$ cat src/rtl/uart_tx_fifo_if.sv
// ---------------------------------------------------------------------------
// uart_tx_fifo_if
// Character write port into the UART transmit FIFO (valid/ready handshake).
//   wdata_i  : character to enqueue, LSB is sent first on the line
//   wvalid_i : write request from the register block
//   wready_o : FIFO can accept the write this cycle
// master modport = register block side, slave modport = transmitter side.
// ---------------------------------------------------------------------------
interface uart_tx_fifo_if #(
  parameter int unsigned MAX_DATA_W = 9
);
  logic [MAX_DATA_W-1:0] wdata_i;
  logic                  wvalid_i;
  logic                  wready_o;

  modport master (
    output wdata_i,
    output wvalid_i,
    input  wready_o
  );

  modport slave (
    input  wdata_i,
    input  wvalid_i,
    output wready_o
  );
endinterface

$ cat src/rtl/uart_tx_fifo.sv
// ---------------------------------------------------------------------------
// uart_tx_fifo
// UART transmitter with an integrated transmit FIFO. Characters arrive over
// the wr_if write port, are buffered, and are serialised onto tx_o with one
// bit per clk_en_i tick. Supports 5..MAX_DATA_W data bits, none/even/odd/
// mark/space parity, 1 or 2 stop bits, break generation and FIFO flush.
// Ports:
//   clk_i, rst_i      : clock, synchronous active-high reset
//   clk_en_i          : baud tick, one cycle per bit period
//   en_i              : transmitter enable (gates frame start only)
//   data_size_i       : data bits per frame (clamped to 5..MAX_DATA_W)
//   parity_mode_i     : 0 none, 1 even, 2 odd, 3 mark, 4 space, 5-7 none
//   stop_size_i       : 0/1 -> 1 stop bit, 2/3 -> 2 stop bits
//   wr_if             : character write port (slave)
//   flush_i           : empty the FIFO
//   break_i           : hold the line low once idle
//   tx_o              : serial line, idle high
//   busy_o            : frame or break in progress
//   fifo_level_o      : entries held
//   empty_o, full_o   : FIFO status
//   overflow_o        : one-cycle pulse after a write attempt while full
// ---------------------------------------------------------------------------
module uart_tx_fifo #(
  parameter int unsigned FIFO_DEPTH = 16,
  parameter int unsigned MAX_DATA_W = 9
) (
  input  logic                            clk_i,
  input  logic                            rst_i,
  input  logic                            clk_en_i,
  input  logic                            en_i,
  input  logic [3:0]                      data_size_i,
  input  logic [2:0]                      parity_mode_i,
  input  logic [1:0]                      stop_size_i,
  uart_tx_fifo_if.slave                   wr_if,
  input  logic                            flush_i,
  input  logic                            break_i,
  output logic                            tx_o,
  output logic                            busy_o,
  output logic [$clog2(FIFO_DEPTH):0]     fifo_level_o,
  output logic                            empty_o,
  output logic                            full_o,
  output logic                            overflow_o
);

  localparam int unsigned AW = $clog2(FIFO_DEPTH);
  localparam int unsigned LW = AW + 1;

  typedef enum logic [2:0] {
    S_IDLE,
    S_START,
    S_DATA,
    S_PARITY,
    S_STOP,
    S_BREAK
  } state_t;

  // FIFO storage and status
  logic [MAX_DATA_W-1:0] r_mem [FIFO_DEPTH];
  logic [AW-1:0]         r_wptr;
  logic [AW-1:0]         r_rptr;
  logic [LW-1:0]         r_count;
  logic                  r_overflow;

  // Frame registers, latched at frame start
  logic [MAX_DATA_W-1:0] r_data;
  logic [3:0]            r_nbits;
  logic                  r_par_en;
  logic                  r_par_bit;
  logic                  r_two_stop;

  // Serialiser state
  state_t                r_state;
  state_t                w_state_nxt;
  logic [3:0]            r_bit_idx;
  logic [3:0]            w_bit_idx_nxt;
  logic                  r_stop_left;
  logic                  w_stop_left_nxt;
  logic                  r_tx;
  logic                  w_tx_nxt;
  logic                  r_busy;

  logic                  w_empty;
  logic                  w_full;
  logic                  w_wready;
  logic                  w_push;
  logic                  w_start;
  logic                  w_can_start;
  logic [MAX_DATA_W-1:0] w_rdata;
  logic [3:0]            w_nbits;
  logic [MAX_DATA_W-1:0] w_mask;
  logic                  w_xor;
  logic                  w_par_en;
  logic                  w_par_bit;
  logic [MAX_DATA_W-1:0] w_shift;

  assign w_empty  = (r_count == LW'(0));
  assign w_full   = (r_count == LW'(FIFO_DEPTH));
  assign w_wready = ~w_full & ~flush_i;
  assign w_push   = wr_if.wvalid_i & w_wready;
  assign w_rdata  = r_mem[r_rptr];

  assign w_can_start = en_i & ~w_empty & ~break_i;

  // Clamp the requested width and derive parity for the head-of-FIFO word
  always_comb begin
    w_nbits   = data_size_i;
    w_mask    = '0;
    w_par_en  = 1'b0;
    w_par_bit = 1'b0;
    if (data_size_i < 4'd5) begin
      w_nbits = 4'd5;
    end else if (data_size_i > 4'(MAX_DATA_W)) begin
      w_nbits = 4'(MAX_DATA_W);
    end
    for (int i = 0; i < int'(MAX_DATA_W); i++) begin
      w_mask[i] = (i < int'(w_nbits));
    end
    w_xor = ^(w_rdata & w_mask);
    case (parity_mode_i)
      3'd1: begin w_par_en = 1'b1; w_par_bit = w_xor;  end
      3'd2: begin w_par_en = 1'b1; w_par_bit = ~w_xor; end
      3'd3: begin w_par_en = 1'b1; w_par_bit = 1'b1;   end
      3'd4: begin w_par_en = 1'b1; w_par_bit = 1'b0;   end
      default: begin w_par_en = 1'b0; w_par_bit = 1'b0; end
    endcase
  end

  // Next-state logic; the final stop tick may chain straight into the next
  // frame (or break) so consecutive frames carry no idle bit between them
  always_comb begin
    w_state_nxt     = r_state;
    w_bit_idx_nxt   = r_bit_idx;
    w_stop_left_nxt = r_stop_left;
    w_start         = 1'b0;
    if (clk_en_i) begin
      case (r_state)
        S_IDLE: begin
          if (break_i) begin
            w_state_nxt = S_BREAK;
          end else if (w_can_start) begin
            w_state_nxt = S_START;
            w_start     = 1'b1;
          end
        end
        S_START: begin
          w_state_nxt   = S_DATA;
          w_bit_idx_nxt = 4'd0;
        end
        S_DATA: begin
          if (r_bit_idx == (r_nbits - 4'd1)) begin
            w_state_nxt     = r_par_en ? S_PARITY : S_STOP;
            w_stop_left_nxt = r_two_stop;
          end else begin
            w_bit_idx_nxt = r_bit_idx + 4'd1;
          end
        end
        S_PARITY: begin
          w_state_nxt     = S_STOP;
          w_stop_left_nxt = r_two_stop;
        end
        S_STOP: begin
          if (r_stop_left) begin
            w_stop_left_nxt = 1'b0;
          end else if (break_i) begin
            w_state_nxt = S_BREAK;
          end else if (w_can_start) begin
            w_state_nxt = S_START;
            w_start     = 1'b1;
          end else begin
            w_state_nxt = S_IDLE;
          end
        end
        S_BREAK: begin
          // Release always sends exactly one mark tick
          if (!break_i) begin
            w_state_nxt     = S_STOP;
            w_stop_left_nxt = 1'b0;
          end
        end
        default: begin
          w_state_nxt = S_IDLE;
        end
      endcase
    end
  end

  // Line level for the state being entered
  always_comb begin
    w_shift  = r_data >> w_bit_idx_nxt;
    w_tx_nxt = 1'b1;
    case (w_state_nxt)
      S_START:  w_tx_nxt = 1'b0;
      S_DATA:   w_tx_nxt = w_shift[0];
      S_PARITY: w_tx_nxt = r_par_bit;
      S_BREAK:  w_tx_nxt = 1'b0;
      default:  w_tx_nxt = 1'b1;
    endcase
  end

  // Serialiser registers
  always_ff @(posedge clk_i) begin
    if (rst_i) begin
      r_state     <= S_IDLE;
      r_bit_idx   <= 4'd0;
      r_stop_left <= 1'b0;
      r_tx        <= 1'b1;
      r_busy      <= 1'b0;
      r_data      <= '0;
      r_nbits     <= 4'd5;
      r_par_en    <= 1'b0;
      r_par_bit   <= 1'b0;
      r_two_stop  <= 1'b0;
    end else begin
      r_state     <= w_state_nxt;
      r_bit_idx   <= w_bit_idx_nxt;
      r_stop_left <= w_stop_left_nxt;
      r_tx        <= w_tx_nxt;
      r_busy      <= (w_state_nxt != S_IDLE);
      if (w_start) begin
        r_data     <= w_rdata;
        r_nbits    <= w_nbits;
        r_par_en   <= w_par_en;
        r_par_bit  <= w_par_bit;
        r_two_stop <= stop_size_i[1];
      end
    end
  end

  // FIFO pointers, level and overflow flag
  always_ff @(posedge clk_i) begin
    if (rst_i) begin
      r_wptr     <= '0;
      r_rptr     <= '0;
      r_count    <= '0;
      r_overflow <= 1'b0;
    end else begin
      r_overflow <= wr_if.wvalid_i & w_full & ~flush_i;
      if (flush_i) begin
        r_wptr  <= '0;
        r_rptr  <= '0;
        r_count <= '0;
      end else begin
        if (w_push) begin
          r_wptr <= r_wptr + AW'(1);
        end
        if (w_start) begin
          r_rptr <= r_rptr + AW'(1);
        end
        r_count <= r_count + LW'(w_push) - LW'(w_start);
      end
    end
  end

  // FIFO storage needs no reset; only written on an accepted push
  always_ff @(posedge clk_i) begin
    if (w_push) begin
      r_mem[r_wptr] <= wr_if.wdata_i;
    end
  end

  assign wr_if.wready_o = w_wready;
  assign tx_o           = r_tx;
  assign busy_o         = r_busy;
  assign fifo_level_o   = r_count;
  assign empty_o        = w_empty;
  assign full_o         = w_full;
  assign overflow_o     = r_overflow;

endmodule
$ cat src/flat_wrapper.sv
// flat-port wrapper written by rule: the top's interface ports become plain ports
module uart_tx_fifo_flat 
#(
  parameter int unsigned FIFO_DEPTH = 16,
  parameter int unsigned MAX_DATA_W = 9
)
  (clk_i, rst_i, clk_en_i, en_i, data_size_i, parity_mode_i, stop_size_i, flush_i, break_i, tx_o, busy_o, fifo_level_o, empty_o, full_o, overflow_o, wr_if_wdata_i, wr_if_wvalid_i, wr_if_wready_o);
  uart_tx_fifo_if #(.MAX_DATA_W(MAX_DATA_W)) wr_if_i ();
  input  logic clk_i;
  input  logic rst_i;
  input  logic clk_en_i;
  input  logic en_i;
  input  logic [3:0] data_size_i;
  input  logic [2:0] parity_mode_i;
  input  logic [1:0] stop_size_i;
  input  logic flush_i;
  input  logic break_i;
  output logic tx_o;
  output logic busy_o;
  output logic [$clog2(FIFO_DEPTH):0] fifo_level_o;
  output logic empty_o;
  output logic full_o;
  output logic overflow_o;
  input wire logic [$bits(wr_if_i.wdata_i)-1:0] wr_if_wdata_i;
  input wire logic [$bits(wr_if_i.wvalid_i)-1:0] wr_if_wvalid_i;
  output wire logic [$bits(wr_if_i.wready_o)-1:0] wr_if_wready_o;
  assign wr_if_i.wdata_i = wr_if_wdata_i;
  assign wr_if_i.wvalid_i = wr_if_wvalid_i;
  assign wr_if_wready_o = wr_if_i.wready_o;
  uart_tx_fifo #(.FIFO_DEPTH(FIFO_DEPTH), .MAX_DATA_W(MAX_DATA_W)) u_core (.clk_i(clk_i), .rst_i(rst_i), .clk_en_i(clk_en_i), .en_i(en_i), .data_size_i(data_size_i), .parity_mode_i(parity_mode_i), .stop_size_i(stop_size_i), .wr_if(wr_if_i), .flush_i(flush_i), .break_i(break_i), .tx_o(tx_o), .busy_o(busy_o), .fifo_level_o(fifo_level_o), .empty_o(empty_o), .full_o(full_o), .overflow_o(overflow_o));
endmodule
$ cat config.mk
export PLATFORM = sky130hd
export DESIGN_NAME = uart_tx_fifo_flat
export DESIGN_NICKNAME = d
export VERILOG_FILES = /design/src/rtl/uart_tx_fifo_if.sv /design/src/rtl/uart_tx_fifo.sv /design/src/flat_wrapper.sv
export SDC_FILE = /design/constraint.sdc
export NUM_CORES = 1
export LEC_CHECK = 0
export BUFFER_PORTS_ARGS = -buffer_cell sky130_fd_sc_hd__buf_2
export CORE_MARGIN = 2
export CORE_UTILIZATION = 60
export DETAILED_ROUTE_END_ITERATION = 12
export PLACE_DENSITY = 0.84
export REMOVE_ABC_BUFFERS = 1
export SYNTH_ARGS = -nofsm -noshare
export SYNTH_HDL_FRONTEND = slang
export SYNTH_SLANG_ARGS = --single-unit
$ cat constraint.sdc
create_clock -name clk_i -period 4 [get_ports clk_i]
set_input_delay 0 -clock clk_i [delete_from_list [all_inputs] [get_ports clk_i]]
set_output_delay 0 -clock clk_i [all_outputs]
set_load 0.01 [all_outputs]
==> results of run 1 <==
[sequential cells by signal (all words and copies together), names as in the netlist, named ones only]
register,cells
u_core.r_par_en,1
u_core.r_bit_idx,4
u_core.r_par_bit,1
u_core.r_state,3
u_core.r_nbits,4
u_core.r_rptr,4
u_core.r_wptr,4
u_core.r_two_stop,1
u_core.busy_o,1
u_core.r_stop_left,1
u_core.r_mem,144
u_core.tx_o,1
u_core.overflow_o,1
u_core.fifo_level_o,5
u_core.r_data,9
[through the flow]
step / area, um2 / utilization [%]
6_report: 9029 / 70.97
4_1_cts: 9029 / 70.97
3_5_place_dp: 8253 / 64.87
5_1_grt: 9029 / 70.97
3_3_place_gp: 8253 / 64.87
2_1_floorplan: 7769 / -
[per-layer routing]
layer / vias to the layer above / wire [um] / GRT usage (%)
met1: 2327 / 6603 / 31.10
met3: 40 / 928 / 5.357
li1: 2139 / - / -
met4: 0 / 456 / 11.09
met2: 198 / 8479 / 41.70
met5: - / 0 / 0
[worst reg2reg max path, delay by kind of cell (launching register included)]
| kind | cells | cell delay, ps |
|---|---|---|
| and+or+nand+nor | 2 | 200 |
| muxes | 1 | 280 |
| xor gates and xnor gates | 3 | 510 |
| buffers and inverters | 2 | 890 |
| AOI/OAI and AO/OA | 3 | 860 |
| DFF | 1 | 820 |
[how the worst max path moves through the flow]
stage	start	to	slack, ps	cells after the start
floorplan	flop	u_core.r_par_bit	150	8
global placement	u_core.fifo_level_o[2]	u_core.fifo_level_o[4]	840	14
detailed placement	u_core.fifo_level_o[3]	u_core.fifo_level_o[4]	740	14
CTS	flop	u_core.r_par_bit	310	10
global route	flop	u_core.r_par_bit	120	11
finish	flop	u_core.r_par_bit	330	11
[cell usage after synthesis, types with 7 or more instances]
master / n
clkbuf_1: 13
ha_1: 13
edfxtp_1: 144
mux2i_1: 14
nor2_1: 60
nand2_1: 35
xnor2_1: 10
xor2_1: 8
dfxtp_1: 44
a21oi_1: 24
nand3_1: 11
mux4_2: 33
a22oi_1: 7
nor3_1: 9
inv_1: 13
o21ai_0: 9
[layout by cell type (no fill, tap or decap), drive strengths merged, types with 4 or more instances in the layout]
master / netlist / final
edfxtp: 144 / 144
nor2: 60 / 60
buf: 10 / 47
dfxtp: 44 / 44
nand2: 35 / 35
mux4: 35 / 35
a21oi: 24 / 24
dlygate4sd3: 0 / 19
clkbuf: 13 / 19
inv: 13 / 19
mux2i: 14 / 14
ha: 13 / 13
o21ai: 12 / 12
nand3: 11 / 11
xnor2: 11 / 11
nor3: 9 / 9
xor2: 8 / 8
a22oi: 7 / 7
or3: 5 / 5
nand2b: 5 / 5
and2: 4 / 4
nor2b: 4 / 4
clkinv: 2 / 4
[repair_timing]
action                                 CTS  global route
hold buffers                            19             0
endpoints found under the hold margin  153             0
buffers inserted                         0             0
[logic make-up after synthesis]
group	synth area share (%)
xor gates and xnor gates	2.773
AOI/OAI and AO/OA	5.942
buffers and inverters	2.329
adders and majority gates	2.313
DFF	65.92
and+or+nand+nor	8.446
muxes	12.28
[cell type report]
type	instances	area, um2
Inverter	15	56.30
Multi-Input combinational cell	304	2507
Clock buffer	19	432.9
Sequential cell	188	5206
Fill cell	802	3694
Clock inverter	13	152.6
Timing Repair Buffer	66	457.9
Tap cell	172	215.2
[power by group through the flow]
stage,Combinational (mW),Sequential (mW),Clock (mW)
after global placement,0.166,2.17,0
after global routing,0.211,2.13,1.77
after CTS,0.190,2.13,1.70
final,0.192,2.13,1.69
after detailed placement,0.174,2.17,0
after floorplan,0.0993,2.17,0
==> impl_results.md, run 1 <==
* Outcome: finished clean
* Tcrit/Tclk final at 91.68%
* Fmax at between 200 and 300 MHz
* CTS max path bufs at 2
* Clock Latency Late Sink at 440 ps
* GP Congestion at 0.8470
* Setup TNS at 0 ps
* PnR worst setup slack at 332.7 ps
* Hold EP: u_core.r_bit_idx[0]
* Port bufs at 34
* Synth warn at 0
* Area contributors post-synth: edfxtp_1 (55%), dfxtp_1 (11%), mux4_2 (9.4%), nor2_1 (2.9%), ha_1 (2.1%)
* Rel. slew slack at 30.32%
* CTS tree: done
* Share of cells above drive strength 1 at 19.67%
* Post-CTS Resized at 0
* Via/cell ratio at 6.054
* Post-route ant nets at 0
* H-tree depth at 4
* Leakage at 3.064 nW
* CTS Buf Count at 17
* Yosys top cell area share at 54.76%
* Avg WL per Cell at 21.19 um
* Main flop type after synthesis: edfxtp_1
* Clock sink total at approximately 190
* Internal power at 3.132 mW
* Leading area contributor after synthesis: edfxtp_1
* Setup-failing EPs final at 0
* Worst Path Arrival at 3980 ps
* Critical path buffers and inverters at 2
* Worst R2R Setup Slack at 330 ps
* Number of DRC markers in iteration 0 at 614
* Switching Share at a little over a fifth
* Clock Tree Root: clkbuf_16
* Worst hold slack at 21.43 ps
* DP HPWL at 10430 um
* Max Cap Viol at 0
* Final Instance Count excl. Fillers at 777
* CP Class: flop to flop
* Unrepaired setup endpoints after global routing: false
* PwrDens at 443.7 nW/um2
* Final Slew Violations at 0
* Path depth of the worst reg2reg path at 11
* Async SR Flop Fraction at 0%
* Peak supply drop at about 360 uV
* Critical Path Start Type: flop
* DRT Pass-1 Iters at 7
* Worst Clk Skew at 18.75 ps
* P_sw at 874.0 uW
* Top Family by Delay on Critical Path: buffers and inverters
* Post-Syn Area at 7896 um2
* Min-Delay Path Depth at 2
* Final Hold Fails at 0
* Die area at 14090 um2
* Vias in the first global route at 4885
* Largest net degree at the start of global routing at 29
* Critical Path Sink Type: flop
* Clk slew on worst S/H paths at 70 ps
* Min Tclk post-route at 3667 ps
* CP required at 4320 ps
* Crit Reg-Reg Endpoint: u_core.r_par_bit
* Clk network pwr share at 42.1%
* Synth cell types at 57
* Nets@finish at 631
* Syn Area/Cell at 14.90 um2
* DRC Markers at 0
* Post-Synthesis Cells at 530
* Hold wc startpoint: rst_i
* Slowest CP cell: dfxtp_1
* GRT overflow at 0
* # IOs at 36
* Worst-Margin Slew at 1041 ps
* Pre-CTS setup slack at 742.7 ps
* Die Span X at 118.7 um
* CP max FO at 14
* DR vias at 4704
* Seq pwr share at 53.1%
* Die H at 118.7 um
* Comb pwr share at 4.8%
* Cells after DPL at 726
* DRT Wirelength at 16470 um
* Starting Density at between 60% and 70%
* Post-synth EDFFs at around 140
* Layout area overhead at 14.34%
* FP Rows at 41
* Register bit count reported by yosys at 188
* Crit path cell chain: buf_4, nor2_1, a221oi_1, nor2_1, o21ai_1, xnor2_2, xnor2_1, xnor2_1, mux2i_1, o41ai_2, dlygate4sd3_1
* Sequential share of the synthesized area at 65.92%
* First-pass GRT wire length at 26040 um
* Final Power at 4.006 mW
* Antenna cell count at 0
* Max stage delay on crit path at 820 ps
* Total GRT Usage at roughly 25%
* Core area at 12720 um2
* Min-Delay Path Class: input port to flop
* Initial antenna violation count at 0
Power figures use the tool's default switching activity.
==> inputs of run 2 (changes only) <==
- SETUP_SLACK_MARGIN: unset -> 0.4
==> run 2 against run 1 <==
Effect of this change: power grew 0.18%; fmax up 8.1%; final area stayed put; sequential power is essentially flat; clock skew down 6.2 ps; combinational power about the same; non-clock buffer count unchanged; final cell count is the same; first-iteration DRC count down 3.9%; via count grew 1.2%; clock power about the same; critical path type unchanged; largest cell class unchanged.
==> impl_results.md, run 2 (synthesized netlist as in run 1, its figures left out) <==
* Total GRT Usage at 24.77%
* Min-Delay Path Class: input port to flop
* Clock Tree Root: clkbuf_16
* GRT overflow at 0
* Die H at 118.7 um
* CP required at 4370 ps
* PwrDens at around 440 nW/um2
* FP Rows at 41
* Largest net degree at the start of global routing at 29
* CP Class: flop to flop
* CP max FO at 3
* Number of DRC markers in iteration 0 at 590
* Commonest non-fill, non-tap cells in the layout: edfxtp_1 (144), nor2_1 (60), dfxtp_1 (43), nand2_1 (35), buf_2 (34)
* Setup-failing EPs final at 0
* Max reg flops at 144
* Initial antenna violation count at 0
* Worst Clk Skew at around 13 ps
* Commonest non-fill, non-tap cell in the layout: edfxtp_1
* PnR worst setup slack at 608.8 ps
* Fmax at 294.9 MHz
* Port bufs at 34
* Setup TNS at 0 ps
* DRT Pass-1 Iters at 5
* Leakage at 3.061 nW
* Final Slew Violations at 0
* DP HPWL at approximately 10000 um
* Core area at approximately 13000 um2
* Critical path buffers and inverters at 3
* H-tree depth at 4
* Share of cells above drive strength 1 at about a fifth
* Post-CTS setup buffer count at 0
* Post-route ant nets at 0
* Multi-input gate area at 2507 um2
* DRT Wirelength at around 17000 um
* Clock sink total at approximately 190
* Largest reg by FF count: u_core.r_mem
* GP Congestion at 0.8470
* Final Hold Fails at 0
* Most frequent CP cell: ha_1
* Rel. slew slack at 30.55%
* Fillers at 801
* Clock Latency Late Sink at 440 ps
* Tcrit/Tclk final at a little over four fifths
* Avg WL per Cell at 21.24 um
* Outcome: finished clean
* Die Span X at 118.7 um
* Max stage delay on crit path at 470 ps
* CTS tree: done
* DR vias at 4762
* CTS max path bufs at 2
* Clk slew on worst S/H paths at approximately 70 ps
* Peak supply drop at 359.5 uV
* Pre-CTS setup slack at 742.7 ps
* Post-CTS Resized at 0
* Crit path cell chain: inv_1, ha_1, nor4b_1, or3b_2, or3_1, clkinv_1, ha_1, inv_1, ha_1, fa_1, a21oi_1, nor2_1, or3_1, a21oi_1
* Critical Path Start Type: flop
* Antenna cell count at 0
* Slowest CP cell: or3b_2
* Nets@finish at 631
* CTS Buf Count at 17
* Min Tclk post-route at 3391 ps
* Critical Path Sink Type: flop
* Sequential cell area at about 5200 um2
* Layout area overhead at 14.34%
* Top Family by Delay on Critical Path: simple AND/OR/NAND/NOR gates
* Die area at 14090 um2
* DRC Markers at 0
* Worst-Margin Slew at 1038 ps
* Vias in the first global route at 4876
* Unrepaired setup endpoints after global routing: false
* # IOs at 36
* Via/cell ratio at 6.129
* Starting Density at between 60 and 70%
* First-pass GRT wire length at 25970 um
* Worst Path Arrival at ~3800 ps
* Max Cap Viol at 0
* Hold buffers post-CTS at 19
## run 2: cell counts in the layout (fill, tap and decap cells not counted)
Identical to the previous run, type by type.
## run 2: cell type report
cell class / count / area share [%]
Clock buffer: 19 / 4.795
Clock inverter: 13 / 1.691
Inverter: 15 / 0.6236
Multi-Input combinational cell: 304 / 27.77
Sequential cell: 188 / 57.66
Tap cell: 172 / 2.384
Timing Repair Buffer: 66 / 5.072
## run 2: worst register-to-register path: stages, from the launching register on
cell	delay, ps
dfxtp_1	380
inv_1	100
ha_1	200
nor4b_1	180
or3b_2	470
or3_1	410
clkinv_1	90
ha_1	130
inv_1	50
ha_1	200
fa_1	410
a21oi_1	160
nor2_1	70
or3_1	340
a21oi_1	140
## run 2: power by group
group	switching (mW)	internal [mW]
combinational	0.111	0.0825
sequential	0.0119	2.11
clock	0.758	0.937
## run 2: worst paths after layout
check / startpoint / endpoint / slack [ps] / depth (start not counted)
worst max-delay path: u_core.fifo_level_o[3] / u_core.fifo_level_o[4] / 610 / 14
worst max register to register: u_core.fifo_level_o[3] / u_core.fifo_level_o[4] / 610 / 14
worst min-delay path: rst_i / u_core.r_bit_idx[3] / 10 / 2
worst min register to register: u_core.r_two_stop / u_core.r_two_stop / 460 / 2
## run 2: per-layer routing
| layer | up-vias | wire (um) | track usage [%] |
|---|---|---|---|
| li1 | 2138 | - | - |
| met1 | 2371 | 6569 | 31.07 |
| met2 | 207 | 8489 | 41.42 |
| met3 | 46 | 931 | 5.405 |
| met4 | 0 | 514 | 11.31 |
| met5 | - | 0 | 0 |
## run 2: per-stage QoR
| step | std cells | utilization [%] | hold WS (ps) | area [um2] | total power [mW] |
|---|---|---|---|---|---|
| 4_1_cts | 777 | 70.97 | 7.061 | 9029 | 4.015 |
| 6_report | 777 | 70.97 | 13.53 | 9029 | 4.013 |
| 3_3_place_gp | 726 | 64.87 | 223.2 | 8253 | 2.333 |
| 3_5_place_dp | 726 | 64.87 | 241.6 | 8253 | 2.342 |
| 2_1_floorplan | 507 | - | 52.18 | 7769 | 2.269 |
| 5_1_grt | 777 | 70.97 | 60.85 | 9029 | 4.106 |
==> inputs of run 3 (changes only) <==
- CORE_UTILIZATION: 60 -> 55
- PLACE_DENSITY: 0.84 -> 0.81
- clock period: 4 -> 2.9 ns (I/O delays scaled with it)
==> run 3 against run 2 <==
Effect of this change: the flow now finishes with violations (negative setup slack); via count rose by 3.4%; fmax rose by 14%; count of clock-buffer cells in the layout is 2 higher; combinational power is 69% higher; critical path depth stayed put; non-clock buffer count grew 39; clock skew down 3.4 ps.
==> impl_results.md, run 3 (synthesized netlist as in run 1, its figures left out) <==
* Share of cells above drive strength 1 at 31.06%
* Worst-Margin Slew at roughly 520 ps
* Clock Latency Late Sink at around 440 ps
* Most frequent CP cell: ha_4
* Clock sink total at 188
* DRT Pass-1 Iters at 5
* Worst R2R Setup Slack at -80 ps
* CP max FO at 2
* DRT Wirelength at 17160 um
* Clock Tree Root: clkbuf_16
* CTS tree: done
* Antenna cell count at 0
* First-pass GRT wire length at 25770 um
* GP Congestion at 0.8608
* Worst hold slack at 0.1529 ps
* Fillers at 827
* Max Cap Viol at 0
* Starting Density at 56.67%
* Critical Path Source: u_core.fifo_level_o[2]
* Path depth of the worst reg2reg path at 14
* Critical Path Sink Type: flop
* Slowest CP cell: or3_4
* DP HPWL at approximately 11000 um
* Critical path buffers and inverters at 3
* Commonest non-fill, non-tap cell in the layout: edfxtp_1
* CP Class: flop to flop
* Max reg flops at 144
* Failing checks: negative setup slack
* PwrDens at 576.4 nW/um2
* Crit path cell chain: inv_2, ha_4, nor4b_4, or3b_4, or3_4, clkinv_4, ha_4, inv_2, ha_4, fa_2, a21oi_2, nor2_2, or3_4, a21oi_2
* CP required at 3270 ps
* Total GRT Usage at 23.47%
* Unrepaired setup endpoints after global routing: true
* Core area at 13930 um2
* Vias in the first global route at 4935
* Clk slew on worst S/H paths at around 70 ps
* Layout area overhead at 21.87%
* Die Span X at 123.8 um
* Finished Core Util at approximately 69%
* Pre-CTS setup slack at -313.9 ps
* Die area at 15330 um2
* Reg-to-Reg Start: u_core.fifo_level_o[2]
* Setup TNS at -83.24 ps
* Worst Path Arrival at roughly 3400 ps
* Post-route ant nets at 0
* Tcrit/Tclk final at 102.9%
* Initial antenna violation count at 0
* Worst Clk Skew at a little over 9 ps
* Sequential cell area at 5215 um2
* Final Hold Fails at 0
* Min-Delay Path Depth at 1
* Min Tclk post-route at 2983 ps
* Critical Path Start Type: flop
* H-tree depth at 4
* Outcome: finished, violations left
* Nets@finish at 670
* Final Slew Violations at 0
* Peak supply drop at 495.5 uV
* Via/cell ratio at 5.973
* Number of DRC markers in iteration 0 at 461
* Multi-input gate area at 2714 um2
* Leakage at 3.337 nW
* Crit Reg-Reg Endpoint: u_core.fifo_level_o[4]
* CTS Buf Count at 17
* FP Rows at 43
* Hold EP: u_core.r_mem[7][5]
* DR vias at between 4000 and 5000
* Port bufs at 34
* Avg WL per Cell at 20.82 um
* GRT overflow at 0
* CTS max path bufs at 2
* Commonest non-fill, non-tap cells in the layout: edfxtp_1 (144), nor2_1 (59), buf_4 (45), dfxtp_1 (38), nand2_1 (35)
* Max stage delay on crit path at 400 ps
* Rel. slew slack at 65.03%
* # IOs at 36
* Largest net degree at the start of global routing at 34
* Die H at 123.8 um
* Fmax at 335.2 MHz
* Largest reg by FF count: u_core.r_mem
* Min-Delay Path Class: input port to flop
* Top Family by Delay on Critical Path: simple AND/OR/NAND/NOR gates
* DRC Markers at 0
* Setup-failing EPs final at 1
* PnR worst setup slack at -83.24 ps
* Hold wc startpoint: wr_if_wdata_i[5]
==> run 3: changes by cell type in the layout (fill, tap and decap cells not counted), sizes merged <==
cell	delta
dlygate4sd3	-1
clkbuf	+2
buf	+40
inv	-2
==> run 3: area by class of cell <==
type / instances / share of cell area (%)
Clock buffer: 21 / 4.577
Inverter: 15 / 0.6371
Clock inverter: 11 / 1.417
Timing Repair Buffer: 105 / 8.633
Multi-Input combinational cell: 304 / 28.20
Sequential cell: 188 / 54.19
Tap cell: 180 / 2.340
==> run 3: power by group <==
group	switching [mW]	total (mW)	internal [mW]	leakage, nW
clock	1.00	2.29	1.29	0.272
combinational	0.177	0.326	0.149	1.41
sequential	0.0156	2.93	2.92	1.66
total	1.20	5.55	4.35	3.34
==> run 3: through the flow <==
stage / total power, mW / cell area (um2) / std cells
global placement: 3.233 / 8513 / 759
detailed placement: 3.246 / 8513 / 759
floorplan: 3.130 / 7769 / 507
CTS: 5.531 / 9464 / 816
global route: 5.707 / 9623 / 824
finish: 5.546 / 9623 / 824
==> run 3: worst max-delay path by stage <==
| stage | endpoint | slack (ps) | cells after the start |
|---|---|---|---|
| 2_1_floorplan | u_core.r_par_bit | -950 | 8 |
| 3_3_place_gp | u_core.fifo_level_o[4] | -150 | 14 |
| 3_5_place_dp | u_core.fifo_level_o[4] | -310 | 14 |
| 4_1_cts | u_core.fifo_level_o[4] | -50 | 14 |
| 5_1_grt | u_core.fifo_level_o[4] | -150 | 14 |
| 6_report | u_core.fifo_level_o[4] | -80 | 14 |
==> run 3: what timing repair did <==
action / 4_1_cts / 5_1_grt
gates resized for setup: 35 / 20
endpoints found under the hold margin: 137 / 0
setup buffers: 7 / 8
pin swaps: 12 / 20
setup endpoints to repair: 6 / 16
hold buffers: 18 / 0
==> run 3: layer usage <==
metal	vias up	track usage [%]	wire [um]
met4	0	9.375	415
met1	2479	28.65	6930
met3	41	5.174	932
met5	-	0	0
li1	2216	-	-
met2	186	40.73	8880
